`src/rtl/seq_stream_ctrl.sv`:
```
// Word-to-bit serializer with a programmable-pattern sequence matcher, match counter and run framing.
// Optional build macro SEQ_CTRL_FIRST_IDX_EN enables capture of the bit index of the first match.
module seq_stream_ctrl #(
    parameter int WORD_W = 8,
    parameter int PAT_W  = 4,
    parameter int CNT_W  = 16
) (
    input  logic                       clk,
    input  logic                       rst,
    input  logic                       cfg_we,
    input  logic [PAT_W-1:0]           cfg_pattern,
    input  logic [$clog2(PAT_W+1)-1:0] cfg_len,
    input  logic                       cfg_overlap,
    input  logic                       start,
    input  logic                       abort,
    input  logic                       s_valid,
    output logic                       s_ready,
    input  logic [WORD_W-1:0]          s_data,
    input  logic                       s_last,
    output logic                       bit_out,
    output logic                       bit_valid,
    output logic                       det_pulse,
    output logic [CNT_W-1:0]           match_cnt,
    output logic                       busy,
    output logic                       done,
    output logic [CNT_W-1:0]           first_idx,
    output logic                       first_vld
);

    localparam int LEN_W = $clog2(PAT_W + 1);
    localparam int BIT_W = $clog2(WORD_W);

    typedef enum logic [1:0] {
        IDLE,
        WAIT,
        SHIFT,
        DONE
    } state_t;

    state_t             state;
    logic [WORD_W-1:0]  shifter;
    logic               last_q;
    logic [BIT_W-1:0]   bit_cnt;
    logic [PAT_W-1:0]   pattern_q;
    logic [LEN_W-1:0]   len_q;
    logic               overlap_q;
    logic [PAT_W-1:0]   history;
    logic [LEN_W-1:0]   fill;
    logic [CNT_W-1:0]   bit_idx;

    logic [PAT_W-1:0]   hist_next;
    logic [PAT_W-1:0]   pat_mask;
    logic [LEN_W-1:0]   fill_next;
    logic [CNT_W-1:0]   idx_next;
    logic [LEN_W-1:0]   cfg_len_eff;
    logic               hit;
    logic               take_bit;

    assign s_ready   = (state == WAIT);
    assign bit_valid = (state == SHIFT);
    assign bit_out   = bit_valid & shifter[WORD_W-1];
    assign busy      = (state != IDLE);
    assign take_bit  = (state == SHIFT) && !abort;

    // NOTE: every variable gets a value at the top of always_comb, so no path can infer a latch.
    always_comb begin
        hist_next   = (history << 1) | PAT_W'(shifter[WORD_W-1]);
        fill_next   = (fill == LEN_W'(PAT_W)) ? fill : fill + 1'b1;
        idx_next    = (&bit_idx) ? bit_idx : bit_idx + 1'b1;
        pat_mask    = ~({PAT_W{1'b1}} << len_q);
        hit         = (fill_next >= len_q) && (((hist_next ^ pattern_q) & pat_mask) == '0);
        cfg_len_eff = cfg_len;
        if (cfg_len == '0) begin
            cfg_len_eff = LEN_W'(1);
        end else if (cfg_len > LEN_W'(PAT_W)) begin
            cfg_len_eff = LEN_W'(PAT_W);
        end
    end

    // NOTE: all state uses non-blocking assignments so every register samples pre-edge values.
    always_ff @(posedge clk) begin
        if (rst) begin
            state     <= IDLE;
            shifter   <= '0;
            last_q    <= 1'b0;
            bit_cnt   <= '0;
            pattern_q <= '0;
            len_q     <= LEN_W'(PAT_W);
            overlap_q <= 1'b1;
            history   <= '0;
            fill      <= '0;
            bit_idx   <= '0;
            det_pulse <= 1'b0;
            match_cnt <= '0;
            done      <= 1'b0;
        end else begin
            det_pulse <= 1'b0;
            done      <= 1'b0;
            case (state)
                IDLE: begin
                    if (cfg_we) begin
                        pattern_q <= cfg_pattern;
                        len_q     <= cfg_len_eff;
                        overlap_q <= cfg_overlap;
                    end
                    if (start) begin
                        history   <= '0;
                        fill      <= '0;
                        bit_idx   <= '0;
                        match_cnt <= '0;
                        state     <= WAIT;
                    end
                end
                WAIT: begin
                    if (abort) begin
                        state <= IDLE;
                    end else if (s_valid) begin
                        shifter <= s_data;
                        last_q  <= s_last;
                        bit_cnt <= '0;
                        state   <= SHIFT;
                    end
                end
                SHIFT: begin
                    if (abort) begin
                        state <= IDLE;
                    end else begin
                        shifter <= shifter << 1;
                        history <= hist_next;
                        bit_idx <= idx_next;
                        bit_cnt <= bit_cnt + 1'b1;
                        // Non-overlap mode restarts the fill so the next match needs len fresh bits.
                        if (hit) begin
                            det_pulse <= 1'b1;
                            fill      <= overlap_q ? fill_next : '0;
                            if (!(&match_cnt)) begin
                                match_cnt <= match_cnt + 1'b1;
                            end
                        end else begin
                            fill <= fill_next;
                        end
                        if (bit_cnt == BIT_W'(WORD_W - 1)) begin
                            bit_cnt <= '0;
                            if (last_q) begin
                                state <= DONE;
                                done  <= 1'b1;
                            end else begin
                                state <= WAIT;
                            end
                        end
                    end
                end
                DONE: begin
                    state <= IDLE;
                end
                default: begin
                    state <= IDLE;
                end
            endcase
        end
    end

`ifdef SEQ_CTRL_FIRST_IDX_EN
    always_ff @(posedge clk) begin
        if (rst) begin
            first_idx <= '0;
            first_vld <= 1'b0;
        end else if ((state == IDLE) && start) begin
            first_idx <= '0;
            first_vld <= 1'b0;
        end else if (take_bit && hit && !first_vld) begin
            first_idx <= idx_next;
            first_vld <= 1'b1;
        end
    end
`else
    assign first_idx = '0;
    assign first_vld = 1'b0;
`endif

endmodule

```
`config.mk`:
```
export PLATFORM = sky130hd
export DESIGN_NAME = seq_stream_ctrl
export DESIGN_NICKNAME = d
export VERILOG_FILES = /design/src/rtl/seq_stream_ctrl.sv
export SDC_FILE = /design/constraint.sdc
export NUM_CORES = 1
export LEC_CHECK = 0
export ABC_AREA = 1
export BUFFER_PORTS_ARGS = -buffer_cell sky130_fd_sc_hd__buf_4
export CORE_AREA = 2 2 82 123
export DETAILED_ROUTE_END_ITERATION = 10
export DIE_AREA = 0 0 84 125
export SKIP_CTS_REPAIR_TIMING = 1
export SYNTH_ARGS = -nofsm -noshare
export SYNTH_HDL_FRONTEND = slang
export SYNTH_SLANG_ARGS = --single-unit
```
`constraint.sdc`:
```
create_clock -name clk -period 3.8 [get_ports clk]
set_input_delay 0.19 -clock clk [delete_from_list [all_inputs] [get_ports clk]]
set_output_delay 0.19 -clock clk [all_outputs]
set_load 0.005 [all_outputs]
```
==> results of run 1 <==
==> per-stage QoR <==
step,instances,util (%),instance area [um2],hold slack [ns],power [mW]
final,554,34.1,3250,0.103,1.19
after detailed placement,546,32.4,3080,0.408,0.706
after CTS,554,34.1,3250,0.103,1.21
after global routing,554,34.1,3250,0.151,1.26
after floorplan,416,-,2810,0.303,0.668
after global placement,546,32.4,3080,0.401,0.702
==> worst max-delay path by stage <==
stage	startpoint	endpoint	slack, ns	cells after the start
after floorplan	fill[0]	match_cnt[15]	1.73	14
after global placement	fill[0]	match_cnt[15]	1.44	13
after detailed placement	fill[0]	match_cnt[2]	1.32	13
after CTS	fill[0]	match_cnt[2]	1.30	13
after global routing	fill[0]	match_cnt[2]	1.06	13
final	fill[0]	match_cnt[2]	1.32	13
==> area by class of cell <==
cell class / instances / area [um2]
Fill cell: 1044 / 6270
Timing Repair Buffer: 44 / 330
Tap cell: 115 / 144
Multi-Input combinational cell: 289 / 1490
Clock inverter: 3 / 43.8
Clock buffer: 5 / 125
Inverter: 52 / 196
Sequential cell: 46 / 921
==> layout by cell type (no fill, tap or decap), drive strengths merged <==
cell / n
a32o: 1
nor4: 1
conb: 17
ha: 8
xor2: 2
o22ai: 1
clkbuf: 5
nor3: 6
a21oi: 26
nor2: 47
o21bai: 1
dfxtp: 46
o211ai: 1
inv: 51
nor3b: 1
a22oi: 2
nand2: 109
a31oi: 7
buf: 44
o32ai: 1
o21ai: 20
nand3b: 1
nand3: 16
a21o: 1
clkinv: 3
nand4: 19
bufinv: 1
or2: 1
==> metal layers <==
metal / part of all wire (%) / vias to the layer above / routed length [um]
met4: 3.4 / 0 / 227
met2: 51 / 82 / 3480
li1: - / 1337 / -
met3: 5.0 / 18 / 340
met1: 40 / 1209 / 2730
met5: 0 / - / 0
==> state kept, by name (all words and copies together), names as in the netlist <==
signal,flops
shifter,8
pattern_q,4
bit_cnt,3
done,1
len_q,3
history,3
det_pulse,1
overlap_q,1
match_cnt,16
fill,3
state,2
last_q,1
==> power by group <==
part | total (mW) | internal [mW] | leakage, nW | switching [mW]
Sequential | 0.521 | 0.504 | 0.374 | 0.0171
Combinational | 0.173 | 0.0652 | 0.968 | 0.108
Clock | 0.501 | 0.311 | 0.0842 | 0.189
==> cell families after synthesis <==
| logic type | synth area share, % |
|---|---|
| buffers and inverters | 14.5 |
| AOI/OAI and AO/OA | 13.1 |
| xor gates and xnor gates | 0.637 |
| adders and majority gates | 3.64 |
| DFF | 33.5 |
| and+or+nand+nor | 34.6 |
| other | 0.136 |
==> tightest hold or removal path, cell delays in order <==
cell     delay (ns)
buf_4          0.08
nand2_1        0.04
nand3_1        0.05
==> impl_metrics.json, run 1 <==
{
  "crit_required_ns": 3.98,
  "grt_max_degree": 28,
  "port_buffers": 44,
  "synth_common_cells": "nand2_1 (100), dfxtp_1 (46), inv_1 (45)",
  "avgSynthCellArea_um2": 6.88,
  "use_met3_pct": 2.71,
  "p_per_area_nw_per_um2": 367,
  "setup_ws_ns": 1.32,
  "slowest_stage": "dfxtp_1",
  "drt_iter0_drc": 105,
  "vias": 2646,
  "yosysSeqAreaShare_pct": 33.5,
  "tightest_slew_ns": 0.714,
  "synth_edf_count": 0,
  "setup_violations": 0,
  "grt_overflow": 0,
  "routed_wl_mm": 6.77,
  "rsz0062_at_grt": "false",
  "syn_inst": 400,
  "die_h_um": 125,
  "dp_hpwl_mm": 5.07,
  "preCtsSetupSlack_ns": 1.32,
  "die-area_um2": 10500,
  "diodes": 0,
  "ys_ff_latch": 46,
  "syn_area_um2": 2750,
  "coreArea_um2": 9520,
  "synth_top_cell_by_area": "dfxtp_1",
  "crit_family": "simple AND/OR/NAND/NOR gates",
  "ctsRootBufferMaster": "clkbuf_16",
  "clock_sinks": 46,
  "grt_pass1_vias": 2501,
  "r2r_slack_ns": 1.32,
  "via_per_inst": 4.78,
  "cts_inserted_buffers": 5,
  "path_max_fanout": 16,
  "tns_ns": 0,
  "yosys_warnings": 0,
  "holdPathEnd": "overlap_q",
  "hold_violations": 0,
  "nets": 469,
  "drt_pass1_iterations": 4,
  "fin_skew_ns": 0.00748,
  "slew_headroom_pct": 52.1,
  "antenna_found_initial": 0,
  "met1_usage_pct": 14.9,
  "ant_nets": 0,
  "max_freq_ghz": 0.403,
  "p_leak_nw": 1.43,
  "whs_path_depth": 3,
  "period_needed_ns": 2.48,
  "initial_utilization_pct": 28.9,
  "clockBufferDepth": 2,
  "slowest_delay_ns": 0.38,
  "fin_crit_sh_pct": 65.3,
  "ios": 62,
  "track_usage_pct": 13.1,
  "grt_use_met2_pct": 23.2,
  "area_growth_pct": 18.2,
  "slew_violations": 0,
  "synth_async_sr_flop_share_pct": 0,
  "grt_pass1_wl_mm": 11.4,
  "arrival_ns": 2.66,
  "htreeDepth": 2,
  "chipWidth_um": 84,
  "cp_num_buf_inv": 2,
  "post-synth-top-count-cell": "nand2_1",
  "cts.clk_slew.worst_paths_ns": 0.07,
  "r2r_cells": 13,
  "ys_dominant_reg_cell": "dfxtp_1",
  "status": "completed",
  "worstPathCellList": "inv_1, ha_1, nand2_1, xor2_1, inv_1, ha_1, nand3_1, o211ai_1, nand2_1, nand2_2, nand3_4, a21oi_1, nor2_1",
  "cap_violations": 0,
  "synth_area_leaders": "dfxtp_1 (33%), nand2_1 (14%), inv_1 (6.1%)",
  "start_kind": "flop",
  "regToRegEndpoint": "match_cnt[2]",
  "synth_top_area_share_pct": 33.5,
  "clk_latency_ns": 0.29,
  "post_drt_wl_per_cell_um": 12.2,
  "path_class": "reg -> reg",
  "vdd_drop_max_mv": 0.160,
  "crit_path_end_kind": "flop",
  "rows": 44,
  "hold_path_class": "in -> reg",
  "drc": 0,
  "r2r_start": "fill[0]",
  "ys_types": 43,
  "gp_congestion": 0.779,
  "busiest_layer": "met2",
  "cts_tree": "yes",
  "min-delay-start": "cfg_overlap",
  "drive_gt1_share_pct": 19.1
}
(Power assumes the default switching activity.)
==> inputs of run 2 (changes only) <==
==> constraint.sdc (replaced) <==
create_clock -name clk -period 2.5 [get_ports clk]
set_input_delay 0.125 -clock clk [delete_from_list [all_inputs] [get_ports clk]]
set_output_delay 0.125 -clock clk [all_outputs]
set_load 0.005 [all_outputs]
==> run 2 against run 1 <==
Fmax up 10%. Die area stayed put. Clock-buffer cell count is the same. Critical endpoint is now match_cnt[11]. Largest power group unchanged.
==> impl_metrics.json, run 2 (synthesis gave the netlist of run 1 again) <==
{
  "slowest_delay_ns": 0.39,
  "tns_ns": 0,
  "drt_iter0_drc": 106,
  "register_area_um2": 921,
  "p_leak_nw": 1.43,
  "vias": 2630,
  "hold_ws_ns": 0.0456,
  "cap_violations": 0,
  "crit_required_ns": 2.74,
  "grt_max_degree": 21,
  "fin_skew_ns": 0.00860,
  "nets": 472,
  "antenna_found_initial": 0,
  "p_per_area_nw_per_um2": 535,
  "final_common_cell": "nand2_1",
  "cts_inserted_buffers": 5,
  "largest_reg_flops": 16,
  "clk_latency_ns": 0.29,
  "cp_num_buf_inv": 4,
  "cts_tree": "yes",
  "rsz0062_at_grt": "false",
  "ctsRootBufferMaster": "clkbuf_16",
  "holdPathEnd": "overlap_q",
  "ios": 62,
  "drt_pass1_iterations": 4,
  "setup_violations": 0,
  "multi_input_area_um2": 1490,
  "grt_pass1_wl_mm": 11.6,
  "drive_gt1_share_pct": 19.7,
  "clock_sinks": 46,
  "grt_overflow": 0,
  "total_power_mw": 1.74,
  "whs_path_depth": 3,
  "crit_family": "simple AND/OR/NAND/NOR gates",
  "r2r_cells": 15,
  "slew_violations": 0,
  "preCtsSetupSlack_ns": 0.246,
  "start_kind": "flop",
  "hold_path_class": "in -> reg",
  "hold_violations": 0,
  "path_class": "reg -> reg",
  "largestRegisters": "match_cnt x16, shifter x8, pattern_q x4",
  "cts.clk_slew.worst_paths_ns": 0.07,
  "path_max_fanout": 15,
  "chipWidth_um": 84,
  "gp_congestion": 0.807,
  "port_buffers": 44,
  "diodes": 0,
  "final_cell_mix": "nand2_1 (100), buf_4 (47), dfxtp_1 (46)",
  "die-area_um2": 10500,
  "worstPathCellList": "inv_1, ha_1, nand2_1, xor2_1, inv_1, ha_1, nand3_1, o211ai_1, nand2_1, nand2_2, buf_4, nand4_1, nand2_1, inv_1, nor2_1",
  "ant_nets": 0,
  "arrival_ns": 2.49,
  "routed_wl_mm": 6.80,
  "regToRegEndpoint": "match_cnt[11]",
  "rows": 44,
  "clockBufferDepth": 2,
  "setup_ws_ns": 0.245,
  "htreeDepth": 2,
  "track_usage_pct": 13.5,
  "post_drt_wl_per_cell_um": 12.2,
  "grt_pass1_vias": 2531,
  "slowest_stage": "dfxtp_1",
  "status": "completed",
  "r2r_start": "fill[0]",
  "fin_crit_sh_pct": 90.2,
  "via_per_inst": 4.72,
  "fillCellCount": 1034,
  "dp_hpwl_mm": 5.10,
  "period_needed_ns": 2.25,
  "drc": 0,
  "max_freq_ghz": 0.444,
  "top_register": "match_cnt",
  "die_h_um": 125,
  "crit_path_end_kind": "flop",
  "min-delay-start": "cfg_overlap",
  "initial_utilization_pct": 28.9,
  "coreArea_um2": 9520,
  "area_growth_pct": 18.3,
  "vdd_drop_max_mv": 0.315,
  "r2r_slack_ns": 0.25
}
-- run 2: cell types whose count changed in the layout (fill, tap and decap cells not counted), sizes merged --
| cell | change |
|---|---|
| clkinvlp | +1 |
| bufinv | -1 |
| buf | +3 |
-- run 2: area by class of cell --
cell class,instances,share of cell area [%]
clock buffers,5,3.84
clock inverters,3,0.769
inverters,52,6.03
multi-input cells,289,45.8
flip-flops and latches,46,28.3
well taps,115,4.42
repair buffers,47,10.8
-- run 2: how the worst max path moves through the flow --
stage | slack (ns) | end | cells after the start | start
after floorplan | 0.43 | match_cnt[15] | 14 | fill[0]
after global placement | 0.36 | match_cnt[10] | 14 | fill[0]
after detailed placement | 0.25 | match_cnt[10] | 14 | fill[0]
after CTS | 0.24 | match_cnt[11] | 15 | fill[0]
after global routing | 0.02 | match_cnt[11] | 15 | fill[0]
final | 0.25 | match_cnt[11] | 15 | fill[0]
-- run 2: worst register-to-register path: stages, from the launching register on --
cell	delay (ns)
dfxtp_1	0.39
inv_1	0.06
ha_1	0.19
nand2_1	0.09
xor2_1	0.21
inv_1	0.07
ha_1	0.27
nand3_1	0.06
o211ai_1	0.09
nand2_1	0.14
nand2_2	0.11
buf_4	0.23
nand4_1	0.11
nand2_1	0.08
inv_1	0.03
nor2_1	0.07
-- run 2: power breakdown --
group	leakage, nW	switching (mW)	total (mW)	internal [mW]
Sequential	0.374	0.0252	0.790	0.765
Clock	0.0704	0.308	0.684	0.376
Combinational	0.981	0.166	0.268	0.102
-- run 2: metrics by stage --
stage	utilization [%]	cell area (um2)	std cells
2_1_floorplan	-	2810	416
3_3_place_gp	32.6	3110	549
3_5_place_dp	32.6	3110	549
4_1_cts	34.2	3260	557
5_1_grt	34.2	3260	557
6_report	34.2	3260	557
-- run 2: per-layer routing --
metal  part of all wire, %  track usage, %
met1                    40            15.2
met2                    52            24.2
met3                   5.4            2.90
met4                   2.0            5.88
met5                     0               0
==> inputs of run 3 (changes only) <==
--- a/config.mk
+++ b/config.mk
@@ -5,11 +5,11 @@
 export SDC_FILE = /design/constraint.sdc
 export NUM_CORES = 1
 export LEC_CHECK = 0
-export ABC_AREA = 1
 export BUFFER_PORTS_ARGS = -buffer_cell sky130_fd_sc_hd__buf_4
-export CORE_AREA = 2 2 82 123
+export CORE_AREA = 2 2 70 79
 export DETAILED_ROUTE_END_ITERATION = 10
-export DIE_AREA = 0 0 84 125
+export DIE_AREA = 0 0 72 81
+export PLACE_DENSITY = 0.74
 export SKIP_CTS_REPAIR_TIMING = 1
 export SYNTH_ARGS = -nofsm -noshare
 export SYNTH_HDL_FRONTEND = slang
==> run 3 against run 2 <==
Total power fell by 19%. Cell count shrank 25%. Clock skew barely moved. Cell area is 8.5% lower. Clock power is 31% lower. Worst hold slack got worse by 0.0096 ns. Utilization is 24 points higher. Global-route usage increased by 6.9 points. First-iteration DRC count rose by 81%.
==> impl_metrics.json, run 3 <==
{
  "slew_violations": 0,
  "path_max_fanout": 4,
  "largest_reg_flops": 16,
  "dp.cells": 404,
  "drive_gt1_share_pct": 22.0,
  "synth_top_cell_by_area": "dfxtp_1",
  "crit_required_ns": 2.74,
  "total_power_mw": 1.41,
  "antenna_found_initial": 0,
  "clock_sinks": 46,
  "p_int_mw": 1.05,
  "arrival_ns": 2.64,
  "track_usage_pct": 20.4,
  "synth_compound_area_share_pct": 18.8,
  "avgSynthCellArea_um2": 7.98,
  "setup_ws_ns": 0.100,
  "status": "completed",
  "clockBufferDepth": 2,
  "synth_top_area_share_pct": 37.7,
  "setup_violations": 0,
  "fin_crit_sh_pct": 96.0,
  "synth_common_cells": "dfxtp_1 (46), nand2_1 (42), nor2_1 (38)",
  "ys_dominant_reg_cell": "dfxtp_1",
  "gp_congestion": 0.877,
  "ctsRootBufferMaster": "clkbuf_8",
  "vdd_drop_max_mv": 0.309,
  "hold_path_class": "in -> reg",
  "path_class": "reg -> reg",
  "power_frac_clock_pct": 33.4,
  "start_kind": "flop",
  "area_growth_pct": 22.0,
  "rows": 28,
  "final_common_cell": "buf_4",
  "yosys_warnings": 0,
  "routed_wl_mm": 5.87,
  "post-synth-top-count-cell": "dfxtp_1",
  "largestRegisters": "match_cnt x16, shifter x8, pattern_q x4",
  "period_needed_ns": 2.40,
  "chipWidth_um": 72,
  "cts_tree": "yes",
  "diodes": 0,
  "cts_inserted_buffers": 5,
  "synth_top_family_by_area": "simple AND/OR/NAND/NOR gates",
  "syn_area_um2": 2440,
  "fin_skew_ns": 0.00909,
  "ys_ff_latch": 46,
  "ios": 62,
  "fillCellCount": 475,
  "htreeDepth": 2,
  "initial_utilization_pct": 47.4,
  "drt_pass1_iterations": 4,
  "fin_util_pct": 57.9,
  "top_register": "match_cnt",
  "grt_max_degree": 37,
  "synthMuxAreaShare_pct": 1.28,
  "via_per_inst": 5.56,
  "power.switching_mw": 0.362,
  "clk_latency_ns": 0.30,
  "dp_hpwl_mm": 4.05,
  "synth_edf_count": 0,
  "synth-simple-area-share_pct": 25.4,
  "slew_headroom_pct": 63.0,
  "syn_inst": 306,
  "cts.clk_slew.worst_paths_ns": 0.09,
  "grt_overflow": 0,
  "synth_xor_xnor_area_share_pct": 3.23,
  "yosysSeqAreaShare_pct": 37.7,
  "fin_cells": 415,
  "vias": 2309,
  "die-area_um2": 5830,
  "p_leak_nw": 1.23,
  "p_comb_share_pct": 12.5,
  "cap_violations": 0,
  "port_buffers": 44,
  "share_seq_of_total_power_pct": 54.1,
  "grt_pass1_vias": 2057,
  "swShare_pct": 25.7,
  "ys_types": 53,
  "preCtsSetupSlack_ns": -0.00988,
  "post_drt_wl_per_cell_um": 14.1,
  "synth_async_sr_flop_share_pct": 0,
  "drc": 0,
  "tightest_slew_ns": 0.552,
  "die_h_um": 81,
  "crit_path_end_kind": "flop",
  "synth_area_leaders": "dfxtp_1 (38%), nand2_1 (6.5%), nor2_1 (5.8%)",
  "ant_nets": 0,
  "hold_violations": 0,
  "grt_pass1_wl_mm": 9.57,
  "final_cell_mix": "buf_4 (56), dfxtp_1 (45), nand2_1 (42)",
  "max_freq_ghz": 0.417,
  "nets": 385,
  "drt_iter0_drc": 192,
  "synth_fa_ha_area_share_pct": 4.10,
  "p_per_area_nw_per_um2": 473,
  "coreArea_um2": 5150
}
==> run 3: worst paths after layout <==
kind                startpoint            end  slack [ns]  cells after the start
setup / recovery       fill[0]  match_cnt[11]        0.10                     11
hold / removal     cfg_overlap      overlap_q        0.04                      3
setup reg to reg       fill[0]  match_cnt[11]        0.10                     11
hold reg to reg   pattern_q[2]   pattern_q[2]        0.47                      2
==> run 3: worst max-delay path: stages (launching register included) <==
cell,delay [ns]
dfxtp_2,0.35
inv_1,0.06
ha_1,0.20
nor2_1,0.09
nor2_1,0.08
ha_1,0.30
nand2_1,0.07
o21ai_2,0.13
nand4_2,0.13
or2_1,0.30
or4_1,0.51
o21ai_1,0.12
==> run 3: logic make-up (layout without fill, tap and decap cells) <==
group	after synthesis	count (layout)
and+or+nand+nor	130	130
AOI/OAI and AO/OA	66	66
DFF	46	46
buffers and inverters	43	76
xor gates and xnor gates	9	9
adders and majority gates	8	8
muxes	3	3
other	1	17
==> run 3: power by group through the flow <==
stage | Sequential, mW | Combinational [mW] | Clock [mW]
floorplan | 0.775 | 0.121 | 0
global placement | 0.781 | 0.160 | 0
detailed placement | 0.781 | 0.162 | 0
CTS | 0.764 | 0.163 | 0.482
global route | 0.767 | 0.197 | 0.523
finish | 0.764 | 0.176 | 0.471
==> run 3: metal layers <==
layer | vias to the layer above | wire, um | GRT usage (%)
met5 | - | 0 | 0
met4 | 0 | 55 | 6.23
met3 | 6 | 415 | 4.34
met2 | 110 | 2890 | 33.6
met1 | 1050 | 2500 | 26.9
li1 | 1143 | - | -
==> run 3: area by class of cell <==
cell class                      instances  area [um2]  area share [%]
Timing Repair Buffer                   59         448            15.0
Multi-Input combinational cell        233        1410            47.3
Sequential cell                        46         922            30.9
Clock buffer                            7        86.3            2.90
Tap cell                               60        75.1            2.52
Inverter                                9        33.8            1.13
Clock inverter                          1        5.00           0.168
==> run 3: through the flow <==
stage          area, um2  hold WS, ns  setup TNS (ns)
2_1_floorplan       2500        0.203               0
3_3_place_gp        2800        0.338               0
3_5_place_dp        2800        0.343        -0.00988
4_1_cts             2890       0.0297         -0.0541
5_1_grt             2980       0.0395         -0.0252
6_report            2980       0.0360               0
